[config.mk]
export PLATFORM = sky130hd
export DESIGN_NAME = tpm_request_scheduler_flat
export DESIGN_NICKNAME = d
export VERILOG_FILES = /design/src/rtl/tpm_pkg.sv /design/src/rtl/tpm_request_scheduler_if.sv /design/src/rtl/tpm_req_fifo.sv /design/src/rtl/tpm_request_scheduler.sv /design/src/flat_wrapper.sv
export SDC_FILE = /design/constraint.sdc
export NUM_CORES = 1
export LEC_CHECK = 0
export CAP_MARGIN = 20
export CORE_AREA = 2 2 144 146
export DETAILED_ROUTE_END_ITERATION = 6
export DIE_AREA = 0 0 146 148
export GPL_TIMING_DRIVEN = 0
export PLACE_DENSITY = 0.84
export SYNTH_ARGS = -nofsm -noshare
export SYNTH_HDL_FRONTEND = slang
export SYNTH_HIERARCHICAL = 1
export SYNTH_SLANG_ARGS = --single-unit
export TNS_END_PERCENT = 30
[constraint.sdc]
create_clock -name clk -period 4 [get_ports clk]
set_clock_uncertainty 0.15 [all_clocks]
set_input_delay 0.6 -clock clk [delete_from_list [all_inputs] [get_ports clk]]
set_output_delay 0.6 -clock clk [all_outputs]
set_load 0.1 [all_outputs]
[src/rtl/tpm_pkg.sv]
// Shared widths and types for the triple-ported memory cluster front end.
package tpm_pkg;

  localparam int ADDR_W    = 12;
  localparam int DATA_W    = 16;
  localparam int TAG_W     = 2;
  localparam int NUM_PORTS = 3;
  localparam int NUM_BANKS = 4;

  typedef struct packed {
    logic [ADDR_W-1:0] addr;
    logic [DATA_W-1:0] wdata;
    logic              wen;
  } req_t;

  function automatic logic [TAG_W-1:0] next_tag(input logic [TAG_W-1:0] tag);
    return tag + 1'b1;
  endfunction

endpackage

[src/rtl/tpm_request_scheduler_if.sv]
// Request, cluster and response bundle between requesters, scheduler and cluster.
// The slave modport is the scheduler's view; the master modport is the environment's.
interface tpm_request_scheduler_if;

  logic [tpm_pkg::NUM_PORTS-1:0]                 req_valid;
  logic [tpm_pkg::NUM_PORTS-1:0]                 req_ready;
  logic [tpm_pkg::NUM_PORTS*tpm_pkg::ADDR_W-1:0] req_addr;
  logic [tpm_pkg::NUM_PORTS*tpm_pkg::DATA_W-1:0] req_wdata;
  logic [tpm_pkg::NUM_PORTS-1:0]                 req_wen;

  logic [tpm_pkg::NUM_PORTS-1:0]                 mem_valid;
  logic [tpm_pkg::NUM_PORTS*tpm_pkg::ADDR_W-1:0] mem_addr;
  logic [tpm_pkg::NUM_PORTS*tpm_pkg::DATA_W-1:0] mem_wdata;
  logic [tpm_pkg::NUM_PORTS-1:0]                 mem_wen;
  logic [tpm_pkg::NUM_PORTS*tpm_pkg::TAG_W-1:0]  mem_tag;
  logic                                          freeze_inputs;

  logic [tpm_pkg::NUM_PORTS-1:0]                 mem_valid_out;
  logic [tpm_pkg::NUM_PORTS*tpm_pkg::DATA_W-1:0] mem_data_out;
  logic [tpm_pkg::NUM_PORTS*tpm_pkg::TAG_W-1:0]  mem_tag_out;

  logic [tpm_pkg::NUM_PORTS-1:0]                 rsp_valid;
  logic [tpm_pkg::NUM_PORTS*tpm_pkg::DATA_W-1:0] rsp_data;
  logic [tpm_pkg::NUM_PORTS-1:0]                 tag_error;

  modport master (
    output req_valid, req_addr, req_wdata, req_wen, freeze_inputs,
           mem_valid_out, mem_data_out, mem_tag_out,
    input  req_ready, mem_valid, mem_addr, mem_wdata, mem_wen, mem_tag,
           rsp_valid, rsp_data, tag_error
  );

  modport slave (
    input  req_valid, req_addr, req_wdata, req_wen, freeze_inputs,
           mem_valid_out, mem_data_out, mem_tag_out,
    output req_ready, mem_valid, mem_addr, mem_wdata, mem_wen, mem_tag,
           rsp_valid, rsp_data, tag_error
  );

endinterface

[src/rtl/tpm_req_fifo.sv]
// Per-port request buffer holding {addr, wdata, wen}; DEPTH must be a power of two >= 2.
// The head reads as all zeros while the buffer is empty.
module tpm_req_fifo
  import tpm_pkg::*;
#(
  parameter int DEPTH = 2
) (
  input  logic                   clk,
  input  logic                   reset_n,
  input  logic                   push,
  input  req_t                   push_data,
  input  logic                   pop,
  output req_t                   head,
  output logic                   empty,
  output logic [$clog2(DEPTH):0] count
);

  localparam int               PTR_W   = $clog2(DEPTH);
  localparam logic [PTR_W:0]   DEPTH_C = DEPTH[PTR_W:0];

  req_t             store [DEPTH];
  logic [PTR_W-1:0] wptr;
  logic [PTR_W-1:0] rptr;
  logic             full;
  logic             do_push;
  logic             do_pop;

  assign full    = (count == DEPTH_C);
  assign empty   = (count == '0);
  assign do_push = push & ~full;
  assign do_pop  = pop & ~empty;
  assign head    = empty ? '0 : store[rptr];

  // Pointers wrap for free because DEPTH is a power of two.
  always_ff @(posedge clk or negedge reset_n) begin
    if (!reset_n) begin
      wptr  <= '0;
      rptr  <= '0;
      count <= '0;
    end else begin
      if (do_push) wptr <= wptr + 1'b1;
      if (do_pop)  rptr <= rptr + 1'b1;
      case ({do_push, do_pop})
        2'b10:   count <= count + 1'b1;
        2'b01:   count <= count - 1'b1;
        default: count <= count;
      endcase
    end
  end

  always_ff @(posedge clk) begin
    if (do_push) store[wptr] <= push_data;
  end

endmodule

[src/rtl/tpm_request_scheduler.sv]
// Issue controller for the memory cluster: buffering, replay under freeze, read tagging,
// outstanding-read limiting and registered responses. Macro TPM_SCHED_TAG_CHECK_EN adds tag checking.
module tpm_request_scheduler
  import tpm_pkg::*;
#(
  parameter int FIFO_DEPTH      = 2,
  parameter int MAX_OUTSTANDING = 4
) (
  input  logic                  clk,
  input  logic                  reset_n,
  tpm_request_scheduler_if.slave bus
);

  localparam int         CNT_W   = $clog2(FIFO_DEPTH) + 1;
  localparam logic [CNT_W-1:0] DEPTH_C = FIFO_DEPTH[CNT_W-1:0];
  localparam logic [2:0] MAX_OUT = MAX_OUTSTANDING[2:0];

  logic [NUM_PORTS-1:0]        ready_v;
  logic [NUM_PORTS-1:0]        mem_valid_v;
  logic [NUM_PORTS-1:0]        mem_wen_v;
  logic [NUM_PORTS*ADDR_W-1:0] mem_addr_v;
  logic [NUM_PORTS*DATA_W-1:0] mem_wdata_v;
  logic [NUM_PORTS*TAG_W-1:0]  mem_tag_v;
  logic [NUM_PORTS-1:0]        rsp_valid_v;
  logic [NUM_PORTS*DATA_W-1:0] rsp_data_v;
  logic [NUM_PORTS-1:0]        tag_error_v;

  for (genvar k = 0; k < NUM_PORTS; k++) begin : g_port
    req_t             push_data;
    req_t             head;
    logic             empty;
    logic [CNT_W-1:0] count;
    logic             push;
    logic             head_read;
    logic             at_limit;
    logic             port_valid;
    logic             issue;
    logic             read_issue;
    logic             resp;
    logic             resp_dec;
    logic [TAG_W-1:0] itag;
    logic [2:0]       outstanding;
    logic             rsp_valid_q;
    logic [DATA_W-1:0] rsp_data_q;

    assign push_data.addr  = bus.req_addr[k*ADDR_W +: ADDR_W];
    assign push_data.wdata = bus.req_wdata[k*DATA_W +: DATA_W];
    assign push_data.wen   = bus.req_wen[k];

    // Ready comes only from the registered count, never from freeze_inputs.
    assign ready_v[k] = (count != DEPTH_C);
    assign push       = bus.req_valid[k] & ready_v[k];

    tpm_req_fifo #(.DEPTH(FIFO_DEPTH)) u_fifo (
      .clk       (clk),
      .reset_n   (reset_n),
      .push      (push),
      .push_data (push_data),
      .pop       (issue),
      .head      (head),
      .empty     (empty),
      .count     (count)
    );

    assign head_read  = ~empty & ~head.wen;
    assign at_limit   = (outstanding == MAX_OUT);
    assign port_valid = ~empty & ~(head_read & at_limit);
    assign issue      = port_valid & ~bus.freeze_inputs;
    assign read_issue = issue & head_read;
    assign resp       = bus.mem_valid_out[k];
    assign resp_dec   = resp & (outstanding != 3'd0);

    assign mem_valid_v[k]                 = port_valid;
    assign mem_wen_v[k]                   = head.wen;
    assign mem_addr_v[k*ADDR_W +: ADDR_W] = head.addr;
    assign mem_wdata_v[k*DATA_W +: DATA_W] = head.wdata;
    assign mem_tag_v[k*TAG_W +: TAG_W]    = head_read ? itag : '0;

    // A spurious response at zero outstanding must not wrap the counter.
    always_ff @(posedge clk or negedge reset_n) begin
      if (!reset_n) begin
        itag        <= '0;
        outstanding <= '0;
        rsp_valid_q <= 1'b0;
        rsp_data_q  <= '0;
      end else begin
        if (read_issue) itag <= next_tag(itag);
        case ({read_issue, resp_dec})
          2'b10:   outstanding <= outstanding + 3'd1;
          2'b01:   outstanding <= outstanding - 3'd1;
          default: outstanding <= outstanding;
        endcase
        rsp_valid_q <= resp;
        if (resp) rsp_data_q <= bus.mem_data_out[k*DATA_W +: DATA_W];
      end
    end

    assign rsp_valid_v[k]                 = rsp_valid_q;
    assign rsp_data_v[k*DATA_W +: DATA_W] = rsp_data_q;

`ifdef TPM_SCHED_TAG_CHECK_EN
    logic [TAG_W-1:0] etag;
    logic             err;

    // Responses must come back in issue order; any out-of-order or unsolicited one latches the error.
    always_ff @(posedge clk or negedge reset_n) begin
      if (!reset_n) begin
        etag <= '0;
        err  <= 1'b0;
      end else if (resp) begin
        etag <= next_tag(etag);
        if ((bus.mem_tag_out[k*TAG_W +: TAG_W] != etag) || (outstanding == 3'd0)) err <= 1'b1;
      end
    end

    assign tag_error_v[k] = err;
`else
    assign tag_error_v[k] = 1'b0;
`endif
  end

  assign bus.req_ready = ready_v;
  assign bus.mem_valid = mem_valid_v;
  assign bus.mem_wen   = mem_wen_v;
  assign bus.mem_addr  = mem_addr_v;
  assign bus.mem_wdata = mem_wdata_v;
  assign bus.mem_tag   = mem_tag_v;
  assign bus.rsp_valid = rsp_valid_v;
  assign bus.rsp_data  = rsp_data_v;
  assign bus.tag_error = tag_error_v;

endmodule
[src/flat_wrapper.sv]
// flat-port wrapper written by rule: the top's interface ports become plain ports
module tpm_request_scheduler_flat import tpm_pkg::*;
#(
  parameter int FIFO_DEPTH      = 2,
  parameter int MAX_OUTSTANDING = 4
)
  (clk, reset_n, bus_req_valid, bus_req_addr, bus_req_wdata, bus_req_wen, bus_freeze_inputs, bus_mem_valid_out, bus_mem_data_out, bus_mem_tag_out, bus_req_ready, bus_mem_valid, bus_mem_addr, bus_mem_wdata, bus_mem_wen, bus_mem_tag, bus_rsp_valid, bus_rsp_data, bus_tag_error);
  tpm_request_scheduler_if bus_i ();
  input  logic clk;
  input  logic reset_n;
  input wire logic [$bits(bus_i.req_valid)-1:0] bus_req_valid;
  input wire logic [$bits(bus_i.req_addr)-1:0] bus_req_addr;
  input wire logic [$bits(bus_i.req_wdata)-1:0] bus_req_wdata;
  input wire logic [$bits(bus_i.req_wen)-1:0] bus_req_wen;
  input wire logic [$bits(bus_i.freeze_inputs)-1:0] bus_freeze_inputs;
  input wire logic [$bits(bus_i.mem_valid_out)-1:0] bus_mem_valid_out;
  input wire logic [$bits(bus_i.mem_data_out)-1:0] bus_mem_data_out;
  input wire logic [$bits(bus_i.mem_tag_out)-1:0] bus_mem_tag_out;
  output wire logic [$bits(bus_i.req_ready)-1:0] bus_req_ready;
  output wire logic [$bits(bus_i.mem_valid)-1:0] bus_mem_valid;
  output wire logic [$bits(bus_i.mem_addr)-1:0] bus_mem_addr;
  output wire logic [$bits(bus_i.mem_wdata)-1:0] bus_mem_wdata;
  output wire logic [$bits(bus_i.mem_wen)-1:0] bus_mem_wen;
  output wire logic [$bits(bus_i.mem_tag)-1:0] bus_mem_tag;
  output wire logic [$bits(bus_i.rsp_valid)-1:0] bus_rsp_valid;
  output wire logic [$bits(bus_i.rsp_data)-1:0] bus_rsp_data;
  output wire logic [$bits(bus_i.tag_error)-1:0] bus_tag_error;
  assign bus_i.req_valid = bus_req_valid;
  assign bus_i.req_addr = bus_req_addr;
  assign bus_i.req_wdata = bus_req_wdata;
  assign bus_i.req_wen = bus_req_wen;
  assign bus_i.freeze_inputs = bus_freeze_inputs;
  assign bus_i.mem_valid_out = bus_mem_valid_out;
  assign bus_i.mem_data_out = bus_mem_data_out;
  assign bus_i.mem_tag_out = bus_mem_tag_out;
  assign bus_req_ready = bus_i.req_ready;
  assign bus_mem_valid = bus_i.mem_valid;
  assign bus_mem_addr = bus_i.mem_addr;
  assign bus_mem_wdata = bus_i.mem_wdata;
  assign bus_mem_wen = bus_i.mem_wen;
  assign bus_mem_tag = bus_i.mem_tag;
  assign bus_rsp_valid = bus_i.rsp_valid;
  assign bus_rsp_data = bus_i.rsp_data;
  assign bus_tag_error = bus_i.tag_error;
  tpm_request_scheduler #(.FIFO_DEPTH(FIFO_DEPTH), .MAX_OUTSTANDING(MAX_OUTSTANDING)) u_core (.clk(clk), .reset_n(reset_n), .bus(bus_i));
endmodule
==> metrics.txt <==
# TYPE chip_impl_metric gauge
chip_impl_info{name="clock-root-buffer",value="sky130_fd_sc_hd__clkbuf_16"} 1
chip_impl_info{name="worstReg2RegStart",value="u_core/g_port[0].u_fifo/count[0]"} 1
chip_impl_metric{name="finalWorstSetupSlack",unit="ns"} 0.271
chip_impl_metric{name="timing.max_cap.violations",unit=""} 0
chip_impl_metric{name="fp.coreArea",unit="mm2"} 0.0200
chip_impl_info{name="worstHoldStart",value="u_core/g_port[0].itag[1]"} 1
chip_impl_metric{name="critPathArrivalTime",unit="ns"} 2.98
chip_impl_metric{name="drc_errors",unit=""} 0
chip_impl_metric{name="grt_start_max_net_pins",unit=""} 57
chip_impl_info{name="timing.hold.worst_endpoint",value="u_core/g_port[0].itag[1]"} 1
chip_impl_metric{name="antenna_cells_inserted",unit=""} 0
chip_impl_metric{name="yosys_warnings",unit=""} 6
chip_impl_metric{name="design.portCount",unit=""} 303
chip_impl_metric{name="gp_congestion",unit=""} 0.751
chip_impl_metric{name="whs",unit="ns"} 0.321
chip_impl_metric{name="postSynthCellCount",unit=""} 625
chip_impl_info{name="end_kind",value="primary output"} 1
chip_impl_metric{name="r2r_setup_slack",unit="ns"} 1.38
chip_impl_metric{name="start_util",unit="%"} 50.0
chip_impl_metric{name="clk_path_buf_depth",unit=""} 3
chip_impl_info{name="synth_top_area_cell",value="sky130_fd_sc_hd__edfxtp_1"} 1
chip_impl_metric{name="yosysSeqAreaShare",unit="%"} 71.7
chip_impl_metric{name="vias",unit=""} 6101
chip_impl_info{name="start_to_end_type_of_the_worst_setup_path",value="reg -> out"} 1
chip_impl_metric{name="worst_slack_placed",unit="ns"} 0.517
chip_impl_metric{name="cts_setup_buffers",unit=""} 0
chip_impl_metric{name="wl",unit="um"} 21800
chip_impl_metric{name="min_period",unit="ns"} 3.73
chip_impl_metric{name="final_min_period_over_clock_period",unit="%"} 93.2
chip_impl_info{name="yosys_most_used_dff",value="sky130_fd_sc_hd__edfxtp_1"} 1
chip_impl_metric{name="synth_async_sr_flop_share",unit="%"} 31.0
chip_impl_metric{name="hold_depth",unit=""} 1
chip_impl_metric{name="synth.ff_latch_count",unit=""} 252
chip_impl_metric{name="clk-insertion-delay-late",unit="ns"} 0.51
chip_impl_metric{name="num-nets-final",unit=""} 1108
chip_impl_info{name="timing.critical_path.from_type",value="flop"} 1
chip_impl_metric{name="wire_per_inst",unit="um"} 17.6
chip_impl_metric{name="reg2reg_depth",unit=""} 8
chip_impl_metric{name="grt_overflow",unit=""} 0
chip_impl_info{name="layout.cells.most_common_list",value="sky130_fd_sc_hd__clkdlybuf4s50_1 (291), sky130_fd_sc_hd__edfxtp_1 (174), sky130_fd_sc_hd__nor2_1 (94)"} 1
chip_impl_info{name="final_common_cell",value="sky130_fd_sc_hd__clkdlybuf4s50_1"} 1
chip_impl_info{name="unrepaired_setup_endpoints_after_global_routing",value="no"} 1
chip_impl_info{name="netlist_top_cells_area",value="sky130_fd_sc_hd__edfxtp_1 (52%), sky130_fd_sc_hd__dfrtp_1 (20%), sky130_fd_sc_hd__mux2i_1 (8.9%)"} 1
chip_impl_metric{name="drv_slew",unit=""} 0
chip_impl_metric{name="final_antenna_net_count",unit=""} 0
chip_impl_metric{name="mean_instance_size_in_the_synthesized_netlist",unit="um2"} 16.0
chip_impl_metric{name="num_rows",unit=""} 52
chip_impl_metric{name="netlist_area",unit="mm2"} 0.0100
chip_impl_metric{name="critPathMaxFanout",unit=""} 10
chip_impl_metric{name="report.final.hold_viol_count",unit=""} 0
chip_impl_metric{name="grt_pass1_wl",unit="um"} 33700
chip_impl_metric{name="setup_viol_count_final",unit=""} 0
chip_impl_metric{name="clock_pin_transition_on_the_worst_setup_and_hold_timing_paths",unit="ns"} 0.06
chip_impl_metric{name="die-area",unit="mm2"} 0.0216
chip_impl_metric{name="die_w",unit="um"} 146
chip_impl_info{name="cts_tree",value="done"} 1
chip_impl_metric{name="relSlewSlack",unit="%"} 30.9
chip_impl_metric{name="finished_core_util",unit="%"} 70.7
chip_impl_metric{name="netlist.area_leader.share",unit="%"} 52.2
chip_impl_metric{name="port_buffers",unit=""} 293
chip_impl_info{name="outcome",value="completed"} 1
chip_impl_metric{name="layout-drive-gt1-share",unit="%"} 15.2
chip_impl_metric{name="timing_worst_slew_pin_value",unit="ns"} 1.03
chip_impl_metric{name="first_global_vias",unit=""} 6452
chip_impl_metric{name="cts_inserted_buffers",unit=""} 25
chip_impl_info{name="r2r-end",value="u_core/g_port[0].outstanding[1]"} 1
chip_impl_metric{name="htree_levels",unit=""} 1
chip_impl_metric{name="fillerInstances",unit=""} 1356
chip_impl_metric{name="dr.pass1.iters",unit=""} 4
chip_impl_metric{name="placed_area",unit="mm2"} 0.0134
chip_impl_metric{name="clock_sinks",unit=""} 252
chip_impl_metric{name="worst-endpoint-required",unit="ns"} 3.25
chip_impl_metric{name="fin_area",unit="mm2"} 0.0142
chip_impl_metric{name="vias_per_cell",unit=""} 4.93
chip_impl_metric{name="post_synth_edffs",unit=""} 174
chip_impl_metric{name="flow.area_growth_from_synthesis",unit="%"} 41.5
chip_impl_info{name="worstHoldPathType",value="reg -> reg"} 1
chip_impl_metric{name="globalRouteTotalUtil",unit="%"} 19.7
chip_impl_metric{name="die_height",unit="um"} 148
chip_impl_metric{name="fmax",unit="GHz"} 0.268
chip_impl_metric{name="drt_iter0_markers",unit=""} 209
chip_impl_metric{name="synth_cell_type_count",unit=""} 34
chip_impl_metric{name="initial_antenna_violation_count",unit=""} 0
chip_impl_metric{name="hpwlAfterDp",unit="um"} 15100
synthesized netlist by cell type (5+ instances only):
library cell	n
sky130_fd_sc_hd__mux2_2	48
sky130_fd_sc_hd__nor3_1	5
sky130_fd_sc_hd__edfxtp_1	174
sky130_fd_sc_hd__xnor2_1	22
sky130_fd_sc_hd__nor3b_1	6
sky130_fd_sc_hd__buf_4	9
sky130_fd_sc_hd__mux2i_1	89
sky130_fd_sc_hd__buf_6	9
sky130_fd_sc_hd__nor2_1	103
sky130_fd_sc_hd__inv_1	13
sky130_fd_sc_hd__xor2_1	8
sky130_fd_sc_hd__buf_2	18
sky130_fd_sc_hd__ha_1	6
sky130_fd_sc_hd__dfrtp_1	78
how the worst max path moves through the flow:
stage | from | end | slack [ns] | cells past startpoint
finish | u_core/g_port[1].u_fifo/count[0] | bus_mem_tag[2] | 0.27 | 5
global placement | reset_n | u_core/g_port[1].u_fifo/count[1] | -0.77 | 1
global route | u_core/g_port[0].u_fifo/count[0] | bus_mem_valid[0] | 0.07 | 7
detailed placement | u_core/g_port[2].u_fifo/count[0] | bus_mem_valid[2] | 0.52 | 7
CTS | u_core/g_port[1].u_fifo/count[0] | bus_mem_tag[2] | 0.20 | 5
floorplan | u_core/g_port[2].u_fifo/rptr | bus_mem_tag[4] | -0.09 | 5
stage by stage:
stage	std cells	setup TNS, ns
floorplan	627	-0.347
global placement	1190	-59.78
detailed placement	1191	0
CTS	1237	0
global route	1237	0
finish	1237	0
per-layer routing:
metal / GRT usage, % / vias to the layer above / routed length (um)
met2: 35.4 / 254 / 11400
met3: 4.81 / 46 / 1600
li1: - / 2871 / -
met5: 0 / - / 0
met4: 6.31 / 0 / 549
met1: 23.4 / 2930 / 8200
state kept, by name, indices dropped and copies added, names as in the netlist:
register	cells
u_core/g_port.u_fifo/count	6
u_core/g_port.u_fifo/rptr	3
u_core/g_port.itag	6
u_core/g_port.u_fifo/wptr	3
u_core/g_port.outstanding	9
u_core/g_port.u_fifo/store	174
u_core/g_port.rsp_data_q	48
u_core/g_port.rsp_valid_q	3
worst max-delay path, stage by stage, from the launching register on:
cell and delay (ns):
sky130_fd_sc_hd__dfrtp_1 0.45, sky130_fd_sc_hd__nor2_2 0.20, sky130_fd_sc_hd__buf_2 0.26, sky130_fd_sc_hd__nor2_2 0.11, sky130_fd_sc_hd__nor3b_1 0.24, sky130_fd_sc_hd__clkdlybuf4s50_1 1.21
layout make-up:
cell class | count | area (um2) | area share (%)
Buffer | 36 | 259 | 1.83
Sequential cell | 252 | 7180 | 50.7
Clock inverter | 7 | 66.3 | 0.468
Clock buffer | 38 | 714 | 5.05
Multi-Input combinational cell | 323 | 2580 | 18.2
Inverter | 16 | 60.1 | 0.424
Tap cell | 270 | 338 | 2.39
Timing Repair Buffer | 295 | 2970 | 21.0
cells by family after synthesis:
family                     Yosys count  synth area share, %
AOI/OAI and AO/OA                    8                0.650
DFF                                252                 71.7
buffers and inverters               52                 3.19
muxes                              137                 14.3
adders and majority gates            9                 1.35
other                                1               0.0375
xor gates and xnor gates            30                 2.62
and+or+nand+nor                    136                 6.15
what timing repair did:
| item | CTS | global route |
|---|---|---|
| setup endpoints to repair | 1 | 0 |
| hold buffers | 1 | 0 |
| resized for setup | 1 | 0 |
| endpoints found under the hold margin | 22 | 0 |
Power is left out: the tool's default activity adds up to more than one toggle a clock period on the data nets, which glitch-free logic cannot reach.
